## src/rtl/uart_pkg.sv

```systemverilog
// Shared encodings for the UART transmit path: FSM states, parity modes and
// legal word-length constants.
package uart_pkg;

  typedef enum logic [2:0] {
    ST_IDLE   = 3'd0,
    ST_START  = 3'd1,
    ST_DATA   = 3'd2,
    ST_PARITY = 3'd3,
    ST_STOP   = 3'd4,
    ST_BREAK  = 3'd5
  } state_e;

  typedef enum logic [2:0] {
    PAR_NONE  = 3'b000,
    PAR_ODD   = 3'b001,
    PAR_EVEN  = 3'b010,
    PAR_MARK  = 3'b011,
    PAR_SPACE = 3'b100
  } parity_e;

  localparam logic [3:0] WL5 = 4'd5;
  localparam logic [3:0] WL6 = 4'd6;
  localparam logic [3:0] WL7 = 4'd7;
  localparam logic [3:0] WL8 = 4'd8;
  localparam logic [3:0] WL9 = 4'd9;

  // Unlisted parity codes fall back to no parity bit.
  function automatic parity_e decode_parity(input logic [2:0] code);
    case (code)
      3'b001:  return PAR_ODD;
      3'b010:  return PAR_EVEN;
      3'b011:  return PAR_MARK;
      3'b100:  return PAR_SPACE;
      default: return PAR_NONE;
    endcase
  endfunction

endpackage

```

## src/rtl/uart_bit_timer.sv

```systemverilog
// Bit-period timer: counts baud_tick pulses and flags the OS-th tick of the
// current bit. clear restarts the period on every state entry.
module uart_bit_timer #(
  parameter int unsigned OS = 16
) (
  input  logic bclk,
  input  logic rstn,
  input  logic baud_tick,
  input  logic clear,
  output logic bit_end
);

  localparam int unsigned CW = (OS > 1) ? $clog2(OS) : 1;
  localparam logic [CW-1:0] LAST = CW'(OS - 1);

  logic [CW-1:0] cnt_q, cnt_d;

  always_comb begin
    bit_end = baud_tick && (cnt_q == LAST);
    cnt_d   = cnt_q;
    if (clear) begin
      cnt_d = '0;
    end else if (baud_tick) begin
      cnt_d = bit_end ? '0 : cnt_q + 1'b1;
    end
  end

  always_ff @(posedge bclk or posedge rstn) begin
    if (rstn) begin
      cnt_q <= '0;
    end else begin
      cnt_q <= cnt_d;
    end
  end

endmodule

```

## src/rtl/uart_tx_gen.sv

```systemverilog
// UART transmit engine: one character per valid/ready handshake, programmable
// word length, parity, stop bits and bit order, plus a line-break command.
module uart_tx_gen
  import uart_pkg::*;
#(
  parameter int unsigned DATA_W = 8,
  parameter int unsigned OS     = 16
) (
  input  logic              bclk,
  input  logic              rstn,
  input  logic              baud_tick,
  input  logic [DATA_W-1:0] din,
  input  logic              din_valid,
  output logic              din_ready,
  input  logic [3:0]        frame_size,
  input  logic [2:0]        parity_type,
  input  logic              stop2,
  input  logic              msb_first,
  input  logic              tx_break,
  output logic              tx,
  output logic              tx_busy,
  output logic              tx_done
);

  localparam logic [3:0]  WMAX = 4'(DATA_W);
  localparam int unsigned IW   = $clog2(DATA_W);

  state_e            state_q, state_d;
  logic [DATA_W-1:0] shreg_q, shreg_d;
  logic [3:0]        fsize_q, fsize_d;
  logic [3:0]        bit_cnt_q, bit_cnt_d;
  parity_e           par_q, par_d;
  logic              par_bit_q, par_bit_d;
  logic              stop2_q, stop2_d;
  logic              stop_cnt_q, stop_cnt_d;
  logic              brk_q, brk_d;
  logic              tx_q, tx_d;
  logic              done_q, done_d;

  logic              bit_end;
  logic              tmr_clear;
  logic [3:0]        fsize_eff;
  logic [DATA_W-1:0] din_masked, din_rev;
  logic              par_calc;

  uart_bit_timer #(.OS(OS)) u_timer (
    .bclk      (bclk),
    .rstn      (rstn),
    .baud_tick (baud_tick),
    .clear     (tmr_clear),
    .bit_end   (bit_end)
  );

  // MSB-first words are bit-reversed within the active width at load time,
  // so the DATA state always shifts out bit 0.
  always_comb begin
    int unsigned fs_i;
    logic [IW-1:0] idx;
    fsize_eff  = (frame_size >= WL5 && frame_size <= WMAX) ? frame_size : WMAX;
    fs_i       = 32'(fsize_eff);
    din_masked = '0;
    din_rev    = '0;
    idx        = '0;
    for (int unsigned i = 0; i < DATA_W; i++) begin
      if (i < fs_i) begin
        idx           = IW'(fs_i - 1 - i);
        din_masked[i] = din[i];
        din_rev[i]    = din[idx];
      end
    end
    case (decode_parity(parity_type))
      PAR_ODD:  par_calc = ~^din_masked;
      PAR_EVEN: par_calc = ^din_masked;
      PAR_MARK: par_calc = 1'b1;
      default:  par_calc = 1'b0;
    endcase
  end

  always_comb begin
    state_d    = state_q;
    shreg_d    = shreg_q;
    fsize_d    = fsize_q;
    bit_cnt_d  = bit_cnt_q;
    par_d      = par_q;
    par_bit_d  = par_bit_q;
    stop2_d    = stop2_q;
    stop_cnt_d = stop_cnt_q;
    brk_d      = brk_q;
    done_d     = 1'b0;

    case (state_q)
      ST_IDLE: begin
        if (tx_break) begin
          state_d = ST_BREAK;
        end else if (din_valid) begin
          state_d    = ST_START;
          shreg_d    = msb_first ? din_rev : din_masked;
          fsize_d    = fsize_eff;
          par_d      = decode_parity(parity_type);
          par_bit_d  = par_calc;
          stop2_d    = stop2;
          bit_cnt_d  = '0;
          stop_cnt_d = 1'b0;
          brk_d      = 1'b0;
        end
      end
      ST_START: begin
        if (bit_end) begin
          state_d   = ST_DATA;
          bit_cnt_d = '0;
        end
      end
      ST_DATA: begin
        if (bit_end) begin
          shreg_d = shreg_q >> 1;
          if (bit_cnt_q == fsize_q - 4'd1) begin
            bit_cnt_d  = '0;
            stop_cnt_d = 1'b0;
            state_d    = (par_q == PAR_NONE) ? ST_STOP : ST_PARITY;
          end else begin
            bit_cnt_d = bit_cnt_q + 4'd1;
          end
        end
      end
      ST_PARITY: begin
        if (bit_end) begin
          state_d    = ST_STOP;
          stop_cnt_d = 1'b0;
        end
      end
      ST_STOP: begin
        if (bit_end) begin
          if (stop2_q && !stop_cnt_q) begin
            stop_cnt_d = 1'b1;
          end else begin
            state_d = ST_IDLE;
            done_d  = !brk_q;
          end
        end
      end
      ST_BREAK: begin
        if (!tx_break) begin
          state_d    = ST_STOP;
          stop2_d    = stop2;
          stop_cnt_d = 1'b0;
          brk_d      = 1'b1;
        end
      end
      default: state_d = ST_IDLE;
    endcase

    case (state_d)
      ST_START:  tx_d = 1'b0;
      ST_DATA:   tx_d = shreg_d[0];
      ST_PARITY: tx_d = par_bit_q;
      ST_BREAK:  tx_d = 1'b0;
      default:   tx_d = 1'b1;
    endcase

    tmr_clear = (state_q == ST_IDLE) || (state_d != state_q);
  end

  always_ff @(posedge bclk or posedge rstn) begin
    if (rstn) begin
      state_q    <= ST_IDLE;
      shreg_q    <= '0;
      fsize_q    <= '0;
      bit_cnt_q  <= '0;
      par_q      <= PAR_NONE;
      par_bit_q  <= 1'b0;
      stop2_q    <= 1'b0;
      stop_cnt_q <= 1'b0;
      brk_q      <= 1'b0;
      tx_q       <= 1'b1;
      done_q     <= 1'b0;
    end else begin
      state_q    <= state_d;
      shreg_q    <= shreg_d;
      fsize_q    <= fsize_d;
      bit_cnt_q  <= bit_cnt_d;
      par_q      <= par_d;
      par_bit_q  <= par_bit_d;
      stop2_q    <= stop2_d;
      stop_cnt_q <= stop_cnt_d;
      brk_q      <= brk_d;
      tx_q       <= tx_d;
      done_q     <= done_d;
    end
  end

  assign tx        = tx_q;
  assign tx_done   = done_q;
  assign tx_busy   = (state_q != ST_IDLE);
  assign din_ready = (state_q == ST_IDLE) && !tx_break;

endmodule

```

## config.mk

```make
export PLATFORM = sky130hd
export DESIGN_NAME = uart_tx_gen
export DESIGN_NICKNAME = d
export VERILOG_FILES = /design/src/rtl/uart_pkg.sv /design/src/rtl/uart_bit_timer.sv /design/src/rtl/uart_tx_gen.sv
export SDC_FILE = /design/constraint.sdc
export NUM_CORES = 1
export LEC_CHECK = 0
export ABC_AREA = 1
export BUFFER_PORTS_ARGS = -buffer_cell sky130_fd_sc_hd__buf_4
export CAP_MARGIN = 10
export CORE_MARGIN = 1
export CORE_UTILIZATION = 35
export CTS_CLUSTER_SIZE = 14
export DETAILED_ROUTE_END_ITERATION = 16
export PLACE_DENSITY_LB_ADDON = 0.08
export SLEW_MARGIN = 20
export SYNTH_ARGS = -nofsm -noshare
export SYNTH_HDL_FRONTEND = slang
export SYNTH_HIERARCHICAL = 1
export SYNTH_SLANG_ARGS = --single-unit
```

## constraint.sdc

```tcl
create_clock -name bclk -period 2.5 [get_ports bclk]
set_clock_uncertainty 0.15 [all_clocks]
set_input_delay 0.125 -clock bclk [delete_from_list [all_inputs] [get_ports bclk]]
set_output_delay 0.125 -clock bclk [all_outputs]
set_load 0.05 [all_outputs]
```

==> flow_summary.yaml, run 1 <==
synthesis:
  synthArstFlopShare: 1.00
  ys.flop_type: "dfrtp_1"
  synth-simple-area-share: 0.422
  yosysUniqueCellTypes: 36
  avgSynthCellArea_um2: 6.49
  synth_edf_count: 0
  ys_seq_area_frac: 0.328
  synthAdderAreaFrac: 0.0307
  synth-compound-area-share: 0.102
  synth_top_family_by_area: "simple AND/OR/NAND/NOR gates"
  yosys_warnings: 6
  synthMuxAreaShare: 0
  syn_inst: 377
  synthXorXnorAreaFrac: 0.0281
  syn_area_um2: 2450
  synth_seq_cells: 32
  synth_nets: 405
sta:
  slew_viol_final: 0
  hold_viol: 0
  final.min_clock_period_ps: 2380
  setup_viol: 0
  tightest_slew_ps: 424
  fin_tns_setup_ps: 0
  fmax_mhz: 419
  rsz0062_at_grt: "yes"
  max_slew_margin: 0.716
  period_share: 0.954
grt:
  grt_pass1_wl_um: 10700
  grt_usage: 0.181
  grt_max_degree: 29
  grt_pass1_vias: 2318
  antenna_found_initial: 0
  grt_remaining_overflow: 0
die:
  die_x_um: 85.6
  die_h_um: 85.6
  rows: 30
  io_pins: 26
  initial_core_util: 0.362
  die-area_um2: 7330
  coreArea_um2: 6760
flow_run:
  cap_violations: 0
clock_network:
  cts-htree-levels: 2
  clk_pin_slew_worst_paths_ps: 60
  cts_root_buf: "clkbuf_8"
  cts_buffers: 5
  cts_max_path_buffers: 2
  clk_latency_ps: 280
  cts_tree: "done"
  clock-sinks: 32
final_layout:
  fin_area_um2: 3020
  layout_common_cells: "122 x nand2_1, 45 x nand3_1, 44 x inv_1"
  drive_gt1_frac: 0.207
  area_delta_synth_final_pct: 23.3
  mostFrequentLayoutCell: "nand2_1"
  utilization: 0.446
  nNetsFinal: 452
  diodes: 0
detailed_routing:
  remaining_drc_errors: 0
  dr.pass1.iters: 6
  first_iter_violations: 138
  drt-total-wl_um: 5900
  dr_total_vias: 2448
  detail_route.wl_per_cell_um: 11.7
  ant_nets: 0
  viasPerCell: 4.85
placement:
  portBuffers: 25
  dp_hpwl_um: 4660
  placed_cell_area_um2: 2770
  gp_congestion: 0.868
hold_path:
  holdCritPathClass: "primary input to flop"
worst_setup_path:
  crit_path_start_kind: "flop"
  crit_fanout: 6
  path_class: "flop to flop"
  critPathRequiredTime_ps: 2550
  crit_arrival_ps: 2430
  end_kind: "flop"
pwr:
  swShare: 0.436
  pwr-share-comb: 0.504
  leakage_nw: 1.56
  power.switching_mw: 1.09
  powerDensity_nw_per_um2: 826
  p_seq_frac: 0.331
  p_int_mw: 1.40
  vdd_drop_max_v: 0.000501
  p_clk_frac: 0.165
status:
  outcome: "complete, no violations"
path summary, 6_finish.rpt:
check / startpoint / end / slack (ps) / cells after the start
hold reg to reg: brk_q / tx_done / 310 / 1
min in group asynchronous: rstn / u_timer/cnt_q[3] / 140 / 3
setup / recovery: u_timer/cnt_q[0] / u_timer/cnt_q[3] / 120 / 16
setup reg to reg: u_timer/cnt_q[0] / u_timer/cnt_q[3] / 120 / 16
hold / removal: parity_type[1] / par_q[2] / 20 / 4
max in group asynchronous: rstn / tx / 1570 / 4
power by group through the flow:
stage / Clock [mW] / Combinational [mW] / Sequential (mW)
2_1_floorplan: 0 / 0.842 / 0.831
3_3_place_gp: 0 / 1.12 / 0.829
3_5_place_dp: 0 / 1.12 / 0.829
4_1_cts: 0.422 / 1.15 / 0.823
5_1_grt: 0.446 / 1.45 / 0.851
6_report: 0.411 / 1.26 / 0.825
flip-flops by register name, indices dropped and copies added, names as in the netlist:
name           flops
bit_cnt_q          4
brk_q              1
fsize_q            4
par_bit_q          1
par_q              3
shreg_q            8
state_q            3
stop2_q            1
stop_cnt_q         1
tx                 1
tx_done            1
u_timer/cnt_q      4
cells by family (layout without fill, tap and decap cells):
| logic type | after synthesis | in the layout |
|---|---|---|
| AO/OA/AOI/OAI | 43 | 43 |
| adder cells (fa/ha/maj) | 6 | 6 |
| AND/OR/NAND/NOR | 233 | 233 |
| buffers and inverters | 56 | 104 |
| flip-flops | 32 | 32 |
| XOR/XNOR | 7 | 7 |
metrics by stage:
step | std cells | hold WS [ps] | setup slack (ps) | total power [mW]
2_1_floorplan | 377 | -259 | 240 | 1.67
3_3_place_gp | 486 | -110 | 75.2 | 1.95
3_5_place_dp | 486 | -118 | -20.3 | 1.95
4_1_cts | 501 | 20.3 | 13.2 | 2.40
5_1_grt | 505 | 94.4 | -67.6 | 2.75
6_report | 505 | 16.5 | 116 | 2.49
final cells by class:
cell class / count / area [um2]
multi-input combinational: 289 / 1480
clock buffer: 8 / 90.1
tap: 80 / 100
inverter: 53 / 199
timing repair buffer: 43 / 340
fill: 740 / 3740
sequential: 32 / 802
synth_stat cells, types with 5 or more instances:
master     n  area share
a21oi_1   11       0.023
dfrtp_1   31        0.32
ha_1       6       0.031
inv_1     48       0.074
inv_2      5      0.0077
nand2_1  127        0.19
nand3_1   47       0.096
nor2_1    34       0.052
nor3_1     5       0.010
o21ai_0   15       0.031
o21ai_1    6       0.012
routing by layer:
layer / track usage / part of all wire
met2: 0.276 / 0.42
met4: 0.0318 / 0.0031
met5: 0 / 0
met3: 0.0289 / 0.040
met1: 0.272 / 0.53
worst max-delay path: stages, from the launching register on:
cell      delay (ps)
dfrtp_1          420
ha_2             220
nand2_2           60
nor2_2           110
inv_2             60
nor2_4           140
inv_2             90
nand3_1          130
nand2_1          100
nor2_2           120
nand2_2           70
nand2_1           80
nand2_2           50
nor2_2           110
nand2_2           90
nor3_2           180
o21bai_1         130
what timing repair did:
action,in CTS,in global routing
pin swaps,0,14
hold buffers,7,0
buffers inserted,0,4
setup endpoints to repair,2,4
endpoints found under the hold margin,35,0
gates resized for setup,2,21
(Power assumes the default switching activity.)
==> run 2, diff against run 1 <==
--- a/config.mk
+++ b/config.mk
@@ -12,6 +12,8 @@
 export CORE_UTILIZATION = 35
 export CTS_CLUSTER_SIZE = 14
 export DETAILED_ROUTE_END_ITERATION = 16
+export GPL_TIMING_DRIVEN = 0
+export HOLD_SLACK_MARGIN = 0.12
 export PLACE_DENSITY_LB_ADDON = 0.08
 export SLEW_MARGIN = 20
 export SYNTH_ARGS = -nofsm -noshare
==> run 2 against run 1 <==
Effect of this change:
- global-route usage down 0.74 points
- combinational power about the same
- sequential cell count unchanged
- largest cell class unchanged
- register-to-register slack hardly changed
==> flow_summary.yaml, run 2 (synthesis results as in run 1) <==
die:
  die-area_um2: 7330
  rows: 30
  die_h_um: 85.6
  io_pins: 26
  die_x_um: 85.6
  initial_core_util: 0.362
  coreArea_um2: 6760
grt:
  use_met1: 0.268
  grt_usage: 0.174
  grt_max_degree: 29
  grt_pass1_wl_um: 10200
  grtUsageMet3: 0.0337
  antenna_found_initial: 0
  grt_pass1_vias: 2166
  met2_usage: 0.253
  grt_remaining_overflow: 0
  busiest_layer: "met1"
final_layout:
  drive_gt1_frac: 0.184
  utilization: 0.446
  mostFrequentLayoutCell: "nand2_1"
  largest_reg_flops: 8
  area_delta_synth_final_pct: 23.1
  fin_area_um2: 3010
  layout_common_cells: "124 x nand2_1, 44 x inv_1, 44 x nand3_1"
  diodes: 0
  fillers: 746
  regMostFlops: "shreg_q"
  nNetsFinal: 451
sta:
  timing.hold.ws_ps: 130
  fin_ws_ps: 124
  fmax_mhz: 421
  rsz0062_at_grt: "yes"
  final.min_clock_period_ps: 2380
  setup_viol: 0
  slew_viol_final: 0
  tightest_slew_ps: 599
  hold_viol: 0
  max_slew_margin: 0.600
  period_share: 0.950
  fin_tns_setup_ps: 0
worst_setup_path:
  path_class: "flop to flop"
  worstPathCellList: "ha_2, nand2_2, nor2_1, inv_1, nor2_4, nand3_4, inv_2, nand2_1, o21ai_2, nor2_1, nor2_1, nand2_2, inv_2, nand3_2, o21bai_1"
  cp_top_family: "simple AND/OR/NAND/NOR gates"
  r2r_slack_ps: 120
  slowest_delay_ps: 360
  crit_path_start_kind: "flop"
  timing.rr.end: "u_timer/cnt_q[3]"
  critPathCapture: "u_timer/cnt_q[3]"
  critPathRequiredTime_ps: 2540
  crit_cells: 15
  end_kind: "flop"
  worst-path-buf-inv: 3
  crit_slowest_cell: "dfrtp_1"
  crit_arrival_ps: 2420
  crit_top_cell: "nor2_1"
  timing.rr.start: "u_timer/cnt_q[0]"
  cp-startpoint: "u_timer/cnt_q[0]"
  ff2ff_path_depth: 15
  crit_fanout: 9
pwr:
  vdd_drop_max_v: 0.000665
  leakage_nw: 1.55
  powerDensity_nw_per_um2: 805
detailed_routing:
  dr.pass1.iters: 5
  first_iter_violations: 102
  drt-total-wl_um: 5910
  ant_nets: 0
  remaining_drc_errors: 0
  viasPerCell: 4.81
  dr_total_vias: 2423
  detail_route.wl_per_cell_um: 11.7
placement:
  placed_cell_area_um2: 2730
  dpl_worst_slack_ps: -252
  gp_congestion: 0.842
  dp_hpwl_um: 4640
  portBuffers: 25
flow_run:
  cap_violations: 0
clock_network:
  cts_buffers: 5
  cts_tree: "done"
  cts_root_buf: "clkbuf_8"
  clk_latency_ps: 280
  cts-htree-levels: 2
  cts_max_path_buffers: 2
  clk_pin_slew_worst_paths_ps: 70
  clock-sinks: 32
hold_path:
  holdCritPathClass: "primary input to flop"
status:
  outcome: "complete, no violations"
==> run 2: stage by stage <==
stage	std cells	total power, mW
5_1_grt	504	2.65
2_1_floorplan	377	1.67
3_3_place_gp	482	1.94
6_report	504	2.42
4_1_cts	503	2.39
3_5_place_dp	482	1.95
==> run 2: cell type report <==
class                   instances  area (um2)  area share
multi-input cells             289        1490       0.494
flip-flops and latches         32         802       0.266
repair buffers                 39         320       0.106
inverters                      53         199      0.0661
well taps                      80         100      0.0333
clock buffers                   7        76.3      0.0254
plain buffers                   3        20.0     0.00665
clock inverters                 1        5.00     0.00166
==> run 2: worst min-delay path by stage <==
stage,startpoint,to,cells past startpoint
3_5_place_dp,rstn,u_timer/cnt_q[2],2
3_3_place_gp,rstn,u_timer/cnt_q[2],2
4_1_cts,frame_size[3],shreg_q[4],5
2_1_floorplan,rstn,u_timer/cnt_q[0],1
6_report,frame_size[3],shreg_q[4],5
5_1_grt,rstn,u_timer/cnt_q[2],3
==> run 2: power breakdown <==
group / leakage (nW) / internal, mW / switching [mW]
logic: 1.10 / 0.451 / 0.779
registers: 0.409 / 0.702 / 0.117
clock network: 0.0422 / 0.195 / 0.180
==> run 2: routing by layer <==
metal,share of wire,up-vias,routed length (um)
met5,0,-,0
met4,0.0056,0,33
met3,0.045,4,263
met2,0.43,39,2520
met1,0.52,1084,3090
li1,-,1296,-
==> run 2: repair_timing <==
action | in CTS | in global routing
setup endpoints to repair | 4 | 4
gates resized for setup | 5 | 15
buffers inserted | 2 | 1
hold buffers | 11 | 0
endpoints found under the hold margin | 43 | 0
pin swaps | 2 | 9
==> run 2: worst reg2reg max path: stages, from the launching register on <==
cell and delay (ps):
dfrtp_1 360, ha_2 190, nand2_2 50, nor2_1 80, inv_1 80, nor2_4 190
nand3_4 120, inv_2 160, nand2_1 90, o21ai_2 240, nor2_1 60, nor2_1 130
nand2_2 90, inv_2 80, nand3_2 70, o21bai_1 160
